===== src/rtl/dmem_pkg.sv =====
// -----------------------------------------------------------------------------
// dmem_pkg
// Shared types and constants for the data-memory load/store sequencer.
//   state_e    : sequencer FSM states (IDLE, ACCESS, RESP)
//   BEAT_W     : width of the byte-beat counter
//   WORD_BEATS : byte beats in a word access
//   BYTE_W     : width of one memory cell
//   last_beat(): final beat index for a byte or word request
// -----------------------------------------------------------------------------
package dmem_pkg;

  typedef enum logic [1:0] {
    IDLE   = 2'd0,
    ACCESS = 2'd1,
    RESP   = 2'd2
  } state_e;

  localparam int BEAT_W     = 2;
  localparam int WORD_BEATS = 4;
  localparam int BYTE_W     = 8;

  // Byte requests finish on beat 0, word requests on beat 3.
  function automatic logic [BEAT_W-1:0] last_beat(input logic word);
    logic [BEAT_W-1:0] lb;
    if (word) begin
      lb = 2'd3;
    end else begin
      lb = 2'd0;
    end
    return lb;
  endfunction

endpackage


===== src/rtl/dmem_byte_pack.sv =====
// -----------------------------------------------------------------------------
// dmem_byte_pack
// Byte-lane accumulator that assembles little-endian read data one byte per
// beat.
//   clk     in   clock, rising edge
//   rst     in   asynchronous active-high reset (accumulator -> 0)
//   clr_i   in   clear the whole accumulator (has priority over ld_i)
//   ld_i    in   write byte_i into lane lane_i
//   lane_i  in   byte lane index (0 = bits 7:0)
//   byte_i  in   byte to store in the selected lane
//   data_o  out  assembled 32-bit word
// -----------------------------------------------------------------------------
module dmem_byte_pack
  import dmem_pkg::*;
(
  input  logic                         clk,
  input  logic                         rst,
  input  logic                         clr_i,
  input  logic                         ld_i,
  input  logic [BEAT_W-1:0]            lane_i,
  input  logic [BYTE_W-1:0]            byte_i,
  output logic [WORD_BEATS*BYTE_W-1:0] data_o
);

  logic [WORD_BEATS*BYTE_W-1:0] acc_q;
  logic [WORD_BEATS*BYTE_W-1:0] acc_d;

  // Next accumulator value: clear, single-lane load, or hold.
  always_comb begin
    acc_d = acc_q;
    if (clr_i) begin
      acc_d = 32'h0000_0000;
    end else if (ld_i) begin
      acc_d[{lane_i, 3'b000} +: BYTE_W] = byte_i;
    end else begin
      acc_d = acc_q;
    end
  end

  // Accumulator register.
  always_ff @(posedge clk or posedge rst) begin
    if (rst) begin
      acc_q <= 32'h0000_0000;
    end else begin
      acc_q <= acc_d;
    end
  end

  assign data_o = acc_q;

endmodule


===== src/rtl/dmem_seq_ctrl.sv =====
// -----------------------------------------------------------------------------
// dmem_seq_ctrl
// Multi-cycle load/store sequencer between the MEM stage and a byte-wide
// little-endian data memory. A byte request takes one memory beat, a word
// request four; read bytes are assembled and returned with a one-cycle
// response pulse while stall freezes the pipeline.
//
// Ports:
//   clk, reset              clock (rising edge), async active-high reset
//   req_valid/req_ready     request handshake (ready only in IDLE)
//   req_write, req_word     1=store/0=load, 1=word/0=byte
//   req_addr, req_wdata     byte address, store data
//   resp_valid              one-cycle completion pulse
//   resp_rdata, resp_err    load data, out-of-range (or misaligned) flag
//   stall                   req_valid & ~resp_valid
//   mem_addr/re/we/wdata    byte memory interface
//   mem_rdata               combinational read byte for mem_addr
//
// Build option: DMEM_ALIGN_CHK_EN -- when defined, a word request whose
// address is not 4-byte aligned goes straight to RESP with resp_err=1 and
// performs no memory access.
// -----------------------------------------------------------------------------
module dmem_seq_ctrl
  import dmem_pkg::*;
#(
  parameter int ADDR_W    = 4,
  parameter int MEM_DEPTH = 14
) (
  input  logic              clk,
  input  logic              reset,
  input  logic              req_valid,
  output logic              req_ready,
  input  logic              req_write,
  input  logic              req_word,
  input  logic [31:0]       req_addr,
  input  logic [31:0]       req_wdata,
  output logic              resp_valid,
  output logic [31:0]       resp_rdata,
  output logic              resp_err,
  output logic              stall,
  output logic [ADDR_W-1:0] mem_addr,
  output logic              mem_re,
  output logic              mem_we,
  output logic [7:0]        mem_wdata,
  input  logic [7:0]        mem_rdata
);

  localparam logic [31:0] MEM_DEPTH_C = 32'(MEM_DEPTH);

  state_e            state_q, state_d;
  logic              write_q, write_d;
  logic              word_q, word_d;
  logic [31:0]       addr_q, addr_d;
  logic [31:0]       wdata_q, wdata_d;
  logic [BEAT_W-1:0] beat_q, beat_d;
  logic              err_q, err_d;

  logic              acc_clr_s;
  logic              acc_ld_s;
  logic [7:0]        acc_byte_s;
  logic [31:0]       acc_data_s;
  logic [32:0]       beat_sum_s;
  logic              in_range_s;
  logic              in_access_s;

  // Beat address in 33 bits so a wrap past 0xFFFFFFFF shows up as a carry
  // and is treated as out of range instead of aliasing onto low addresses.
  assign beat_sum_s  = {1'b0, addr_q} + {31'b0, beat_q};
  assign in_range_s  = ~beat_sum_s[32] && (beat_sum_s[31:0] < MEM_DEPTH_C);
  assign in_access_s = (state_q == ACCESS);

  dmem_byte_pack u_pack (
    .clk    (clk),
    .rst    (reset),
    .clr_i  (acc_clr_s),
    .ld_i   (acc_ld_s),
    .lane_i (beat_q),
    .byte_i (acc_byte_s),
    .data_o (acc_data_s)
  );

  // Next-state logic: handshake capture, beat sequencing, error tracking.
  always_comb begin
    state_d    = state_q;
    write_d    = write_q;
    word_d     = word_q;
    addr_d     = addr_q;
    wdata_d    = wdata_q;
    beat_d     = beat_q;
    err_d      = err_q;
    acc_clr_s  = 1'b0;
    acc_ld_s   = 1'b0;
    acc_byte_s = 8'h00;
    case (state_q)
      IDLE: begin
        if (req_valid) begin
          write_d   = req_write;
          word_d    = req_word;
          addr_d    = req_addr;
          wdata_d   = req_wdata;
          beat_d    = 2'd0;
          err_d     = 1'b0;
          acc_clr_s = 1'b1;
`ifdef DMEM_ALIGN_CHK_EN
          if (req_word && (req_addr[1:0] != 2'b00)) begin
            err_d   = 1'b1;
            state_d = RESP;
          end else begin
            state_d = ACCESS;
          end
`else
          state_d = ACCESS;
`endif
        end else begin
          state_d = IDLE;
        end
      end
      ACCESS: begin
        // Loads fill the current lane; an out-of-range beat loads zero.
        if (!write_q) begin
          acc_ld_s = 1'b1;
          if (in_range_s) begin
            acc_byte_s = mem_rdata;
          end else begin
            acc_byte_s = 8'h00;
          end
        end else begin
          acc_ld_s = 1'b0;
        end
        if (!in_range_s) begin
          err_d = 1'b1;
        end else begin
          err_d = err_q;
        end
        if (beat_q == last_beat(word_q)) begin
          state_d = RESP;
        end else begin
          beat_d = beat_q + 2'd1;
        end
      end
      RESP: begin
        state_d = IDLE;
      end
      default: begin
        state_d = IDLE;
      end
    endcase
  end

  // Sequencer state and latched request fields.
  always_ff @(posedge clk or posedge reset) begin
    if (reset) begin
      state_q <= IDLE;
      write_q <= 1'b0;
      word_q  <= 1'b0;
      addr_q  <= 32'h0000_0000;
      wdata_q <= 32'h0000_0000;
      beat_q  <= 2'd0;
      err_q   <= 1'b0;
    end else begin
      state_q <= state_d;
      write_q <= write_d;
      word_q  <= word_d;
      addr_q  <= addr_d;
      wdata_q <= wdata_d;
      beat_q  <= beat_d;
      err_q   <= err_d;
    end
  end

  // Output decode from registered state only (stall excepted); memory
  // strobes are confined to in-range ACCESS beats.
  always_comb begin
    req_ready  = (state_q == IDLE);
    resp_valid = (state_q == RESP);
    stall      = req_valid & ~resp_valid;
    mem_re     = in_access_s & ~write_q & in_range_s;
    mem_we     = in_access_s & write_q & in_range_s;
    if (resp_valid) begin
      resp_rdata = acc_data_s;
      resp_err   = err_q;
    end else begin
      resp_rdata = 32'h0000_0000;
      resp_err   = 1'b0;
    end
    if (in_access_s) begin
      mem_addr = beat_sum_s[ADDR_W-1:0];
    end else begin
      mem_addr = '0;
    end
    if (mem_we) begin
      mem_wdata = wdata_q[{beat_q, 3'b000} +: 8];
    end else begin
      mem_wdata = 8'h00;
    end
  end

endmodule


===== config.mk =====
export PLATFORM = sky130hd
export DESIGN_NAME = dmem_seq_ctrl
export DESIGN_NICKNAME = d
export VERILOG_FILES = /design/src/rtl/dmem_pkg.sv /design/src/rtl/dmem_byte_pack.sv /design/src/rtl/dmem_seq_ctrl.sv
export SDC_FILE = /design/constraint.sdc
export NUM_CORES = 1
export LEC_CHECK = 0
export CAP_MARGIN = 20
export CORE_UTILIZATION = 34
export DETAILED_ROUTE_END_ITERATION = 6
export DONT_BUFFER_PORTS = 1
export MAX_ROUTING_LAYER = met4
export PLACE_DENSITY = 0.6
export SETUP_SLACK_MARGIN = 0.05
export SYNTH_ARGS = -nofsm -noshare
export SYNTH_HDL_FRONTEND = slang
export SYNTH_SLANG_ARGS = --single-unit

===== constraint.sdc =====
create_clock -name clk -period 3.1 [get_ports clk]
set_input_delay 0.62 -clock clk [delete_from_list [all_inputs] [get_ports clk]]
set_output_delay 0.62 -clock clk [all_outputs]
set_load 0.02 [all_outputs]

# Word-level counts from Yosys, hierarchy flattened
# Cells that the tools add are included.
# totals
wordCells,62
regBits,103
input_bits,77
output_inout_bits,50
# classes
shifts,3
n_reduce_logical,7
mux,25
eq_ne,7
add_sub_neg,3
bitwise_logic,8
n_lt_le_gt_ge,1
# ops
operator,n
$mux 32,3
$add 32x2->33,1
$bwmux 32,1
$lt 32x4->1 const B,1
$mux 8,4
$shift 8x7->32 const A,1
$shiftx 32x6->8,1
$shiftx 8x7->32,1
$mux 2,5
$mux 1,8
$pmux 2 s2,2
$neg 5->7,1
$ne 2x2->1 const B,3
$reduce_and 3->1,2
$and 1x1->1,5
$mux 4,1
$reduce_bool 2->1,2
$not 1->1,3
$add 2x1->2 const B,1
$eq 2x1->1 const B,1
$eq 2x2->1,1
$eq 2x2->1 const B,1
$logic_not 2->1,1
$ne 2x1->1 const B,1
other kinds (3),3

# Logic depth before layout (Yosys ltp)
# depth
ltp_word,10
ltp_mapped,11
ltp_nobuf,9

# Hierarchy
# Synthesis repeated with hierarchy kept, for this count alone.
# hier_totals
hier_cells,468
hier_area_um2,5539.1
# by_module_without_submodules
mod,area_each_um2,instances,seq_area_each_um2,cells_each
dmem_seq_ctrl,4068.9,1,1776.7,353
dmem_byte_pack,1470.2,1,800.8,115

# Worst setup path after synthesis
# Ideal clock, no wire load.
# synth_path
kind,reg-to-output
startpoint,register beat_q[0]
endpoint,output mem_re
path_stages_with_launch,12
required_time_ps,2480
path_buffers,2
path_slack_ps,-597
arrival_ps,3077
cell_sequence,dfrtp_1 -> ha_1 -> fa_1 -> clkbuf_1 -> nand3_1 -> nor3_1 -> nand3_1 -> xnor2_1 -> a311oi_1 -> nand4_1 -> clkbuf_1 -> nor4_1
# synth_between
elab_chain_cells,4
word_cells_on_any_way,5
classes_between,add/sub: 1; order compare: 1; bitwise: 2; reduce/logical: 1
# synth_lines
item,line,rtl
from (decl),dmem_seq_ctrl.sv:55,"logic [BEAT_W-1:0] beat_q, beat_d;"
from (signal assigned),dmem_seq_ctrl.sv:166,beat_q <= beat_d;
$add 32x2->33 (*),dmem_seq_ctrl.sv:68,"assign beat_sum_s = {1'b0, addr_q} + {31'b0, beat_q};"
$lt 32x4->1 / $not 1->1 (equally long branches),dmem_seq_ctrl.sv:69,assign in_range_s = ~beat_sum_s[32] && (beat_sum_s[31:0] < MEM_DEPTH_C);
$logic_and 1x1->1 (*),dmem_seq_ctrl.sv:69,
$and 1x1->1 (*),dmem_seq_ctrl.sv:177,mem_re = in_access_s & ~write_q & in_range_s;
to (decl),dmem_seq_ctrl.sv:42,"output logic mem_re,"
# Mark *: on every way between the ends. The rest lies on a longest branch, timed or not.

# Final worst setup path
# layout_path
startpoint,register addr_q[0]
endpoint,output mem_wdata[0]
# layout_between
elab_chain_cells,5
word_cells_on_any_way,6
classes_between,add/sub: 1; order compare: 1; mux: 1; bitwise: 2; reduce/logical: 1
# layout_lines
item,line,rtl
from (decl),dmem_seq_ctrl.sv:53,"logic [31:0] addr_q, addr_d;"
from (signal assigned),dmem_seq_ctrl.sv:164,addr_q <= addr_d;
$add 32x2->33 (*),dmem_seq_ctrl.sv:68,
$lt 32x4->1 / $not 1->1 (equally long branches),dmem_seq_ctrl.sv:69,
$logic_and 1x1->1 (*),dmem_seq_ctrl.sv:69,
$and 1x1->1 (*),dmem_seq_ctrl.sv:178,mem_we = in_access_s & write_q & in_range_s;
$mux 8 (*),dmem_seq_ctrl.sv:191,if (mem_we) begin
to (decl),dmem_seq_ctrl.sv:44,"output logic [7:0] mem_wdata,"
# Marked as above.

==> run_results.csv <==
group,metric,value,unit
floorplan,rows,47,
timing,max_freq,0.270,GHz
power_and_ir_drop,pwr-share-comb,43.5,%
cts,root_buffer,"clkbuf_16",
floorplan,core_area,16500,µm²
floorplan,die_w,132,µm
cts,cts-htree-levels,3,
floorplan,die_h,132,µm
timing,fin_skew,0.00857,ns
grt,overflow,0,
synth,synth_area,5720,µm²
finish,synthToLayoutAreaGrowth,21.7,%
synth,yosysTopAreaCellShare,45.1,%
route,ant_nets,0,
power_and_ir_drop,seqPwrFrac,35.4,%
power_and_ir_drop,p_sw,2.34,mW
timing,setup_ws,-0.605,ns
setup_path,crit_path_max_fanout,6,
place,dp_hpwl,11400,µm
grt,grt_usage,19.3,%
floorplan,io_pins,127,
timing,rsz0062_at_grt,"yes",
timing,setup_viol,10,
cts,clk_latency,0.35,ns
timing,min_period,3.70,ns
finish,fin_nets,790,
finish,num_antenna_cells,0,
worst_hold_path,min-delay-path-class,"in -> async",
outcome,status,"finished with violations",
timing,tightest_slew,0.937,ns
synth,ys_seq_area_share,45.1,%
timing,fin_crit_sh,120,%
timing,hold_violations,0,
cts,numCtsBuffers,9,
synth,synthesis.nets,749,
synth,yosysTopAreaCell,"dfrtp_1",
cts,ctsLongestPathBuffers,2,
power_and_ir_drop,cellPowerDensity,857,nW/µm²
finish,final_cells,931,
synth,syn_inst,665,
route,vias_per_cell,5.15,
synth,synth_flop_cell,"dfrtp_1",
power_and_ir_drop,p_leak,3.17,nW
power_and_ir_drop,power_frac_clock,21.0,%
power_and_ir_drop,vdd_ir_drop_max,0.386,mV
cts,clk_pin_slew,0.07,ns
timing,relSlewSlack,37.4,%
place,place.gp.congestion,0.852,
power_and_ir_drop,swShare,39.2,%
power_and_ir_drop,internal_power,3.63,mW
floorplan,die_area,17300,µm²
route,drc,0,
grt,grt_antenna_before_repair,0,
synth,ys_types,51,
setup_path,required,2.48,ns
setup_path,critPathKind,"reg -> out",
route,wirelength,15400,µm
job,maxCapViolCount,0,
grt,grt_max_degree,104,
synth,yosys_register_bits,103,
cts,clock-sinks,103,
cts,cts_tree,"done",
place,dp_cells,912,
timing,setup_tns,-5.79,ns
synth,ys_warn_count,0,
setup_path,cp-end-kind,"primary output",
synth,synth.avg_cell_area,8.60,µm²
route,wire_per_inst,16.5,µm
route,firstDrtPassIters,4,
synth,synthArstFlopShare,100,%
timing,whs,0.230,ns
outcome,violations,"negative setup slack",
place,place_area,6490,µm²
route,vias,4799,
grt,grt_pass1_vias,4836,
synth,synth_edf_count,0,
timing,final-max-slew-violation-count,0,
place,place_ws,-0.251,ns
finish,drive_above_1_share,22.2,%
setup_path,startpoint_type,"register",
finish,final_area,6960,µm²
place,portBuffers,0,
floorplan,initial_core_util,34.6,%
setup_path,arrival,3.08,ns
finish,nFillCells,1629,
route,drt-initial-drc-count,286,
grt,grt_pass1_wl,25400,µm
synth,synthTopCellsByArea,"dfrtp_1 45%, nand2_1 16%, and2_1 4.5%, o31ai_1 4.3%, mux4_2 3.2%",
[cell type report]
type | instances | area [µm²] | area share (%)
clock buffers | 11 | 243 | 3.49
clock inverters | 5 | 86.3 | 1.24
inverters | 7 | 30.0 | 0.431
multi-input cells | 515 | 3140 | 45.1
flip-flops and latches | 103 | 2580 | 37.0
well taps | 220 | 275 | 3.95
repair buffers | 70 | 608 | 8.73
[repair_timing]
| action | in CTS | in global routing |
|---|---|---|
| setup endpoints to repair | 10 | 43 |
| cloned | 0 | 1 |
| hold buffers | 0 | 0 |
| gates resized for setup | 7 | 16 |
| endpoints found under the hold margin | 0 | 0 |
| setup buffers | 0 | 2 |
| pin swaps | 1 | 10 |
[layout by cell type, fill, tap and decap left out, types with 8 or more instances in the layout]
| master | n |
|---|---|
| nand2_1 | 238 |
| dfrtp_1 | 103 |
| buf_4 | 61 |
| and2_1 | 39 |
| o31ai_1 | 26 |
| or2_2 | 25 |
| nand3_1 | 24 |
| nor2_1 | 14 |
| a21oi_1 | 11 |
| o21ai_0 | 10 |
| nand2b_1 | 10 |
| nand4_1 | 10 |
| clkbuf_16 | 10 |
| xnor2_1 | 8 |
| mux4_2 | 8 |
| nor4b_4 | 8 |
[synthesized netlist by cell type (5+ instances only)]
| cell type | count |
|---|---|
| nor3_1 | 10 |
| nand2_1 | 239 |
| nor4b_2 | 5 |
| o21ai_0 | 11 |
| xnor2_1 | 10 |
| inv_1 | 7 |
| nand2b_1 | 10 |
| clkbuf_1 | 33 |
| ha_1 | 6 |
| nor4_1 | 9 |
| or2_2 | 25 |
| o31ai_1 | 33 |
| dfrtp_1 | 103 |
| a31oi_1 | 5 |
| nor2_1 | 14 |
| mux4_2 | 8 |
| and2_1 | 41 |
| a21oi_1 | 11 |
| nand4_1 | 10 |
| nand3_1 | 25 |
[flip-flops by register name, summed over array words and instances, names as in the netlist]
signal         flops
state_q            2
write_q            1
beat_q             2
u_pack.data_o     32
err_q              1
word_q             1
addr_q            32
wdata_q           32
[routing by layer]
layer | track usage [%] | vias to the layer above | share of wire [%]
met3 | 3.51 | 15 | 5.7
met2 | 30.9 | 131 | 48
met4 | 7.04 | 0 | 1.9
met1 | 24.5 | 2326 | 44
met5 | - | - | 0
li1 | - | 2327 | -
[stage by stage]
stage	power [mW]	utilization (%)
floorplan	3.78	-
global placement	4.65	39.3
detailed placement	4.71	39.3
CTS	6.01	41.4
global route	6.44	42.1
finish	5.97	42.1
[final timing paths]
kind,startpoint,to,slack (ns),depth (start not counted)
worst max-delay path,addr_q[0],mem_wdata[0],-0.60,11
worst min-delay path,reset,addr_q[5],0.23,2
worst max register to register,addr_q[0],err_q,0.18,12
worst min register to register,wdata_q[22],wdata_q[22],0.47,2
max in group asynchronous,reset,u_pack.data_o[2],2.34,2
min in group clk,req_wdata[22],wdata_q[22],0.37,2
[kinds of logic after synthesis]
logic type               synth area share (%)
XOR/XNOR                                 1.99
adder cells (fa/ha/maj)                  1.66
AND/OR/NAND/NOR                          35.4
flip-flops                               45.1
buffers and inverters                    3.81
multiplexers                             3.50
AO/OA/AOI/OAI                            8.62
[power by group through the flow]
| stage | Clock (mW) | Sequential, mW | Combinational (mW) |
|---|---|---|---|
| after floorplan | 0 | 2.09 | 1.68 |
| final | 1.25 | 2.12 | 2.60 |
| after global routing | 1.35 | 2.18 | 2.91 |
| after CTS | 1.29 | 2.11 | 2.60 |
| after global placement | 0 | 2.11 | 2.54 |
| after detailed placement | 0 | 2.14 | 2.57 |
[worst max-delay path: stages (launching register included)]
cell and delay, ns:
dfrtp_1 0.35, ha_2 0.21, fa_2 0.33, and2_4 0.19
nand4_1 0.20, nor3_1 0.21, a31oi_1 0.15, nor4_4 0.33
nand2_2 0.12, buf_4 0.19, nor4b_4 0.26, buf_4 0.19
No activity file was read; power rests on OpenSTA's default activity.
